### src/rtl/neopixel_pkg.sv
// Shared types and default timing for the NeoPixel (WS2812) pixel encoder.
// Timing constants are in 50 MHz clocks.
package neopixel_pkg;

  localparam int unsigned PIX_W        = 24;
  localparam int unsigned DEF_T0H      = 20;
  localparam int unsigned DEF_T0L      = 42;
  localparam int unsigned DEF_T1H      = 40;
  localparam int unsigned DEF_T1L      = 22;
  localparam int unsigned DEF_TRESET   = 2600;

  typedef enum logic [2:0] {
    StIdle,
    StHigh,
    StLow,
    StWait,
    StLatch
  } state_e;

  function automatic int unsigned max2(input int unsigned a, input int unsigned b);
    return (a > b) ? a : b;
  endfunction

  // Brightness scaling: 16-bit product, keep the upper byte.
  function automatic logic [7:0] scale_byte(input logic [7:0] v, input logic [7:0] k);
    logic [15:0] p;
    p = 16'(v) * 16'(k);
    return p[15:8];
  endfunction

endpackage

### src/rtl/neopixel_phase_timer.sv
// Loadable down-counter shared by every encoder phase; o_zero marks the final phase clock.
module neopixel_phase_timer #(
  parameter int unsigned W = 12
) (
  input  logic         i_clk,
  input  logic         i_rst_n,
  input  logic         i_load,
  input  logic [W-1:0] i_load_val,
  output logic         o_zero
);

  logic [W-1:0] r_cnt;

  always_ff @(posedge i_clk) begin
    if (!i_rst_n) begin
      r_cnt <= '0;
    end else if (i_load) begin
      r_cnt <= i_load_val;
    end else if (r_cnt != '0) begin
      r_cnt <= r_cnt - 1'b1;
    end
  end

  assign o_zero = (r_cnt == '0);

endmodule

### src/rtl/neopixel_pixel_encoder.sv
// WS2812 serializer: GRB words in over valid/ready, single-wire NRZ out, latch after last pixel.
// Optional NEOPIXEL_BRIGHTNESS_EN adds a registered per-byte brightness scale stage.
module neopixel_pixel_encoder
  import neopixel_pkg::*;
#(
  parameter int unsigned T0H    = DEF_T0H,
  parameter int unsigned T0L    = DEF_T0L,
  parameter int unsigned T1H    = DEF_T1H,
  parameter int unsigned T1L    = DEF_T1L,
  parameter int unsigned TRESET = DEF_TRESET
) (
  input  logic             CLOCK_50,
  input  logic             RESET_N,
  input  logic [PIX_W-1:0] pix_data,
  input  logic             pix_last,
  input  logic             pix_valid,
  output logic             pix_ready,
`ifdef NEOPIXEL_BRIGHTNESS_EN
  input  logic [7:0]       brightness,
`endif
  output logic             data,
  output logic             busy,
  output logic             underrun
);

  localparam int unsigned TMAX  = max2(TRESET, max2(max2(T0H, T0L), max2(T1H, T1L)));
  localparam int unsigned TMR_W = $clog2(TMAX + 1);

  function automatic logic [TMR_W-1:0] f_high(input logic b);
    return b ? TMR_W'(T1H - 1) : TMR_W'(T0H - 1);
  endfunction

  function automatic logic [TMR_W-1:0] f_low(input logic b);
    return b ? TMR_W'(T1L - 1) : TMR_W'(T0L - 1);
  endfunction

  logic             r_rst_done;
  logic             r_hold_valid;
  logic             r_hold_last;
  logic [PIX_W-1:0] r_hold_word;

  state_e           r_state;
  logic [PIX_W-1:0] r_shift;
  logic             r_last;
  logic [4:0]       r_bit_cnt;
  logic             r_data;
  logic             r_underrun;

  logic             w_accept;
  logic             w_hold_pop;
  logic             w_src_valid;
  logic             w_src_last;
  logic [PIX_W-1:0] w_src_word;
  logic             w_load;
  logic             w_tmr_load;
  logic [TMR_W-1:0] w_tmr_val;
  logic             w_zero;

  // r_rst_done keeps pix_ready low for the first cycle after reset release.
  assign pix_ready = r_rst_done & ~r_hold_valid;
  assign w_accept  = pix_valid & pix_ready;

  always_ff @(posedge CLOCK_50) begin
    if (!RESET_N) begin
      r_rst_done   <= 1'b0;
      r_hold_valid <= 1'b0;
      r_hold_last  <= 1'b0;
      r_hold_word  <= '0;
    end else begin
      r_rst_done <= 1'b1;
      if (w_accept) begin
        r_hold_valid <= 1'b1;
        r_hold_word  <= pix_data;
        r_hold_last  <= pix_last;
      end else if (w_hold_pop) begin
        r_hold_valid <= 1'b0;
      end
    end
  end

`ifdef NEOPIXEL_BRIGHTNESS_EN
  logic             r_scl_valid;
  logic             r_scl_last;
  logic [PIX_W-1:0] r_scl_word;

  // Hold advances into the scale stage whenever the stage is empty or being drained.
  assign w_hold_pop = r_hold_valid & (~r_scl_valid | w_load);

  always_ff @(posedge CLOCK_50) begin
    if (!RESET_N) begin
      r_scl_valid <= 1'b0;
      r_scl_last  <= 1'b0;
      r_scl_word  <= '0;
    end else if (w_hold_pop) begin
      r_scl_valid <= 1'b1;
      r_scl_last  <= r_hold_last;
      r_scl_word  <= {scale_byte(r_hold_word[23:16], brightness),
                      scale_byte(r_hold_word[15:8], brightness),
                      scale_byte(r_hold_word[7:0], brightness)};
    end else if (w_load) begin
      r_scl_valid <= 1'b0;
    end
  end

  assign w_src_valid = r_scl_valid;
  assign w_src_last  = r_scl_last;
  assign w_src_word  = r_scl_word;
  assign busy        = (r_state != StIdle) | r_hold_valid | r_scl_valid;
`else
  assign w_hold_pop  = w_load;
  assign w_src_valid = r_hold_valid;
  assign w_src_last  = r_hold_last;
  assign w_src_word  = r_hold_word;
  assign busy        = (r_state != StIdle) | r_hold_valid;
`endif

  always_comb begin
    w_load     = 1'b0;
    w_tmr_load = 1'b0;
    w_tmr_val  = '0;
    case (r_state)
      StIdle, StWait: begin
        if (w_src_valid) begin
          w_load     = 1'b1;
          w_tmr_load = 1'b1;
          w_tmr_val  = f_high(w_src_word[PIX_W-1]);
        end
      end
      StHigh: begin
        if (w_zero) begin
          w_tmr_load = 1'b1;
          w_tmr_val  = f_low(r_shift[PIX_W-1]);
        end
      end
      StLow: begin
        if (w_zero) begin
          if (r_bit_cnt != 5'd0) begin
            w_tmr_load = 1'b1;
            w_tmr_val  = f_high(r_shift[PIX_W-2]);
          end else if (r_last) begin
            w_tmr_load = 1'b1;
            w_tmr_val  = TMR_W'(TRESET - 1);
          end else if (w_src_valid) begin
            w_load     = 1'b1;
            w_tmr_load = 1'b1;
            w_tmr_val  = f_high(w_src_word[PIX_W-1]);
          end
        end
      end
      default: ;
    endcase
  end

  // Data line is registered from the state, so it trails the FSM by one clock.
  always_ff @(posedge CLOCK_50) begin
    if (!RESET_N) begin
      r_state    <= StIdle;
      r_shift    <= '0;
      r_last     <= 1'b0;
      r_bit_cnt  <= 5'd0;
      r_data     <= 1'b0;
      r_underrun <= 1'b0;
    end else begin
      r_data     <= (r_state == StHigh);
      r_underrun <= 1'b0;
      if (w_load) begin
        r_shift   <= w_src_word;
        r_last    <= w_src_last;
        r_bit_cnt <= 5'(PIX_W - 1);
        r_state   <= StHigh;
      end else begin
        case (r_state)
          StHigh: begin
            if (w_zero) r_state <= StLow;
          end
          StLow: begin
            if (w_zero) begin
              if (r_bit_cnt != 5'd0) begin
                r_shift   <= {r_shift[PIX_W-2:0], 1'b0};
                r_bit_cnt <= r_bit_cnt - 5'd1;
                r_state   <= StHigh;
              end else if (r_last) begin
                r_state <= StLatch;
              end else begin
                r_underrun <= 1'b1;
                r_state    <= StWait;
              end
            end
          end
          StLatch: begin
            if (w_zero) r_state <= StIdle;
          end
          default: ;
        endcase
      end
    end
  end

  neopixel_phase_timer #(
    .W (TMR_W)
  ) u_timer (
    .i_clk      (CLOCK_50),
    .i_rst_n    (RESET_N),
    .i_load     (w_tmr_load),
    .i_load_val (w_tmr_val),
    .o_zero     (w_zero)
  );

  assign data     = r_data;
  assign underrun = r_underrun;

endmodule

### config.mk
export PLATFORM = sky130hd
export DESIGN_NAME = neopixel_pixel_encoder
export DESIGN_NICKNAME = d
export VERILOG_FILES = /design/src/rtl/neopixel_pkg.sv /design/src/rtl/neopixel_phase_timer.sv /design/src/rtl/neopixel_pixel_encoder.sv
export SDC_FILE = /design/constraint.sdc
export NUM_CORES = 1
export LEC_CHECK = 0
export CAP_MARGIN = 25
export CORE_MARGIN = 2
export CORE_UTILIZATION = 51
export DETAILED_ROUTE_END_ITERATION = 7
export PLACE_DENSITY = 0.79
export RECOVER_POWER = 100
export SLEW_MARGIN = 0
export SYNTH_ARGS = -nofsm -noshare
export SYNTH_HDL_FRONTEND = slang
export SYNTH_HIERARCHICAL = 1
export SYNTH_SLANG_ARGS = --single-unit
### constraint.sdc
create_clock -name CLOCK_50 -period 2.5 [get_ports CLOCK_50]
set_clock_uncertainty 0.2 [all_clocks]
set_input_delay 0.625 -clock CLOCK_50 [delete_from_list [all_inputs] [get_ports CLOCK_50]]
set_output_delay 0.625 -clock CLOCK_50 [all_outputs]
set_load 0.02 [all_outputs]
==> impl_metrics.csv <==
group,metric,value,unit
clock_network,clkSlewWorstSetupHoldPaths,80,ps
synth,synthCells,396,
synth,netlist_area,3471,um2
worst_hold_path,hp-class,"register to register",
clock_network,clk_path_buf_depth,2,
floorplanning,core_area,6681,um2
global_route,grt_max_degree,27,
critical_path,worstSetupPathType,"register to register",
pwr,netSwitchingFraction,32.32,%
sta,fin_crit,2395,ps
synth,yosysWarnings,6,
route,vias_per_cell,5.637,
pwr,clkPwrFrac,25.0,%
synth,yosysSeqAreaShare,42.68,%
floorplanning,dieArea,7481,um2
pwr,power.internal,2.428,mW
outcome,status,"finished clean",
global_route,grt_pass1_vias,2803,
route,wl_per_cell,14.06,um
sta,relSlewSlack,64.30,%
layout,syn2layout_area_growth,23.32,%
synth,ys.flop_type,"dfxtp_1",
synth,synthTopCellsByArea,"dfxtp_1, mux2i_1, nand2_1",
sta,hold_viol_final,0,
pwr,switchingPower,1.160,mW
floorplanning,io_pins,32,
pwr,leakage,1.790,nW
route,drc,0,
layout,final_nets,479,
clock_network,htree_levels,3,
layout,stdcell_count,532,
sta,finalSetupViolations,0,
pwr,powerDensity,838.2,nW/um2
synth,synth.avg_cell_area,8.765,um2
clock_network,clkLatencyLatePin,340,ps
placed_design,routabilityCongestion,0.8645,
placed_design,placed_cell_area,4021,um2
placed_design,place.detailed.hpwl,4981,um
pwr,p_seq_share,40.7,%
sta,timing_worst_slew_pin_value,531.4,ps
route,postRouteAntennaNets,0,
placed_design,dpl.cell_count,514,
route,drt_iter0_drc,145,
job,drv_cap,0,
synth,synth_edf_count,0,
layout,multi_input_area,1884,um2
synth,synth_top_area_share,42.68,%
global_route,antenna_found_initial,0,
layout,layout.cells.most_common,"dfxtp_1",
sta,setup_slack,105.0,ps
critical_path,cp-start-kind,"register",
sta,timing.final.crit_share,95.80,%
clock_network,clock-sinks,74,
clock_network,cts_tree,"done",
sta,max_clock_freq,0.4175,GHz
global_route,overflow,0,
layout,drive_above_1_share,15.93,%
floorplanning,start_util,51.95,%
clock_network,cts_made_buffers,9,
synth,ys_seq_elements,74,
global_route,grt_first_pass_wirelength,12550,um
floorplanning,die_w,86.50,um
layout,fillCellCount,572,
layout,diodes,0,
critical_path,cp-end-kind,"register",
route,wl,7480,um
route,dr_total_vias,2999,
sta,maxSlewViolCount,0,
layout,regArea,1484,um2
placed_design,pre_cts_ws,-72.87,ps
placed_design,io_buffer_count,31,
synth,synth_cell_types,58,
layout,finalInstanceArea,4280,um2
layout,layout_common_cells,"dfxtp_1, nand2_1, a21oi_1",
critical_path,critPathArrivalTime,2430,ps
floorplanning,row_count,30,
critical_path,worstPathRequired,2540,ps
pwr,ir_drop,0.0003918,V
pwr,combPwrFrac,34.3,%
global_route,grt_use_total,21.11,%
critical_path,crit_fanout,19,
synth,async_flop_share,0,%
route,drt-pass1-iter-count,4,
clock_network,cts-root-buf,"clkbuf_8",
synth,yosysTopAreaCell,"dfxtp_1",
floorplanning,die_h,86.50,um
clock_network,cts_hold_buf,0,
==> cell type report <==
type                    instances  area share [%]
clock buffers                  12           3.391
clock inverters                 3          0.9354
inverters                      11           1.111
multi-input cells             287           44.02
flip-flops and latches         74           34.67
well taps                      80           2.338
repair buffers                 65           13.53
==> timing repair <==
action / CTS / global route
cloned: 0 / 0
buffers inserted: 1 / 2
setup endpoints to repair: 12 / 38
pin swaps: 0 / 3
resized for setup: 3 / 14
hold endpoints to repair: 0 / 0
==> power groups by stage <==
stage	logic (mW)	clock network [mW]	registers [mW]
2_1_floorplan	0.787	0	1.46
4_1_cts	1.20	0.914	1.45
3_3_place_gp	1.14	0	1.47
3_5_place_dp	1.16	0	1.47
6_report	1.23	0.896	1.46
5_1_grt	1.36	0.976	1.48
==> layer usage <==
metal	vias to the layer above	part of all wire (%)	track usage (%)
li1	1527	-	-
met1	1388	46	27.05
met5	-	0	0
met3	11	3.9	4.476
met2	73	48	34.34
met4	0	1.8	9.233
==> metrics by stage <==
stage / power (mW) / hold slack, ps / util, % / setup TNS (ps)
3_3_place_gp: 2.605 / 248.5 / 60.19 / 0
4_1_cts: 3.562 / 259.7 / 63.50 / 0
5_1_grt: 3.815 / 283.3 / 64.06 / -438.9
6_report: 3.588 / 262.2 / 64.06 / 0
3_5_place_dp: 2.637 / 252.3 / 60.19 / -559.2
2_1_floorplan: 2.249 / 228.6 / - / 0
==> state kept, by name, summed over array words and instances (netlist names) <==
signal         count
r_last             1
r_hold_last        1
r_shift           24
r_state            3
r_hold_valid       1
r_bit_cnt          5
underrun           1
data               1
u_timer/r_cnt     12
r_hold_word       24
r_rst_done         1
==> worst paths after layout <==
check	start	endpoint	slack, ps	depth (start not counted)
setup / recovery	u_timer/r_cnt[1]	u_timer/r_cnt[8]	100	12
hold / removal	r_hold_last	r_last	260	2
setup reg to reg	u_timer/r_cnt[1]	u_timer/r_cnt[8]	100	12
hold reg to reg	r_hold_last	r_last	260	2
==> logic make-up after synthesis <==
group                    share of synthesized area (%)
AO/OA/AOI/OAI                                    25.38
AND/OR/NAND/NOR                                  17.27
flip-flops                                       42.68
buffers and inverters                            5.191
multiplexers                                     7.534
adder cells (fa/ha/maj)                          1.082
XOR/XNOR                                        0.7572
other                                           0.1080
==> cell usage after synthesis (3+ instances only) <==
library cell and number:
nand2_1 61, nor3_1 4, dfxtp_1 74, nor4_1 3, a21boi_0 27, nor2b_1 5
o31ai_1 24, a21oi_1 35, nor2_1 12, ha_1 3, or4_1 4, or3_1 4
nand3_1 5, or2_1 3, clkbuf_1 17, mux2i_1 25, a21boi_1 5, o21ai_0 19
buf_2 7, and3_1 3, a31oi_1 5, inv_1 10
==> critical path, stage by stage (launching register included) <==
cell	delay, ps
dfxtp_1	330
inv_2	70
ha_2	180
nor3b_4	210
nand3_2	140
inv_4	90
nor4bb_4	250
a2bb2oi_2	210
or2_4	160
clkinvlp_4	90
buf_12	150
o21ai_0	150
a31oi_1	50
Note: power is estimated with default switching activity, not from simulation.
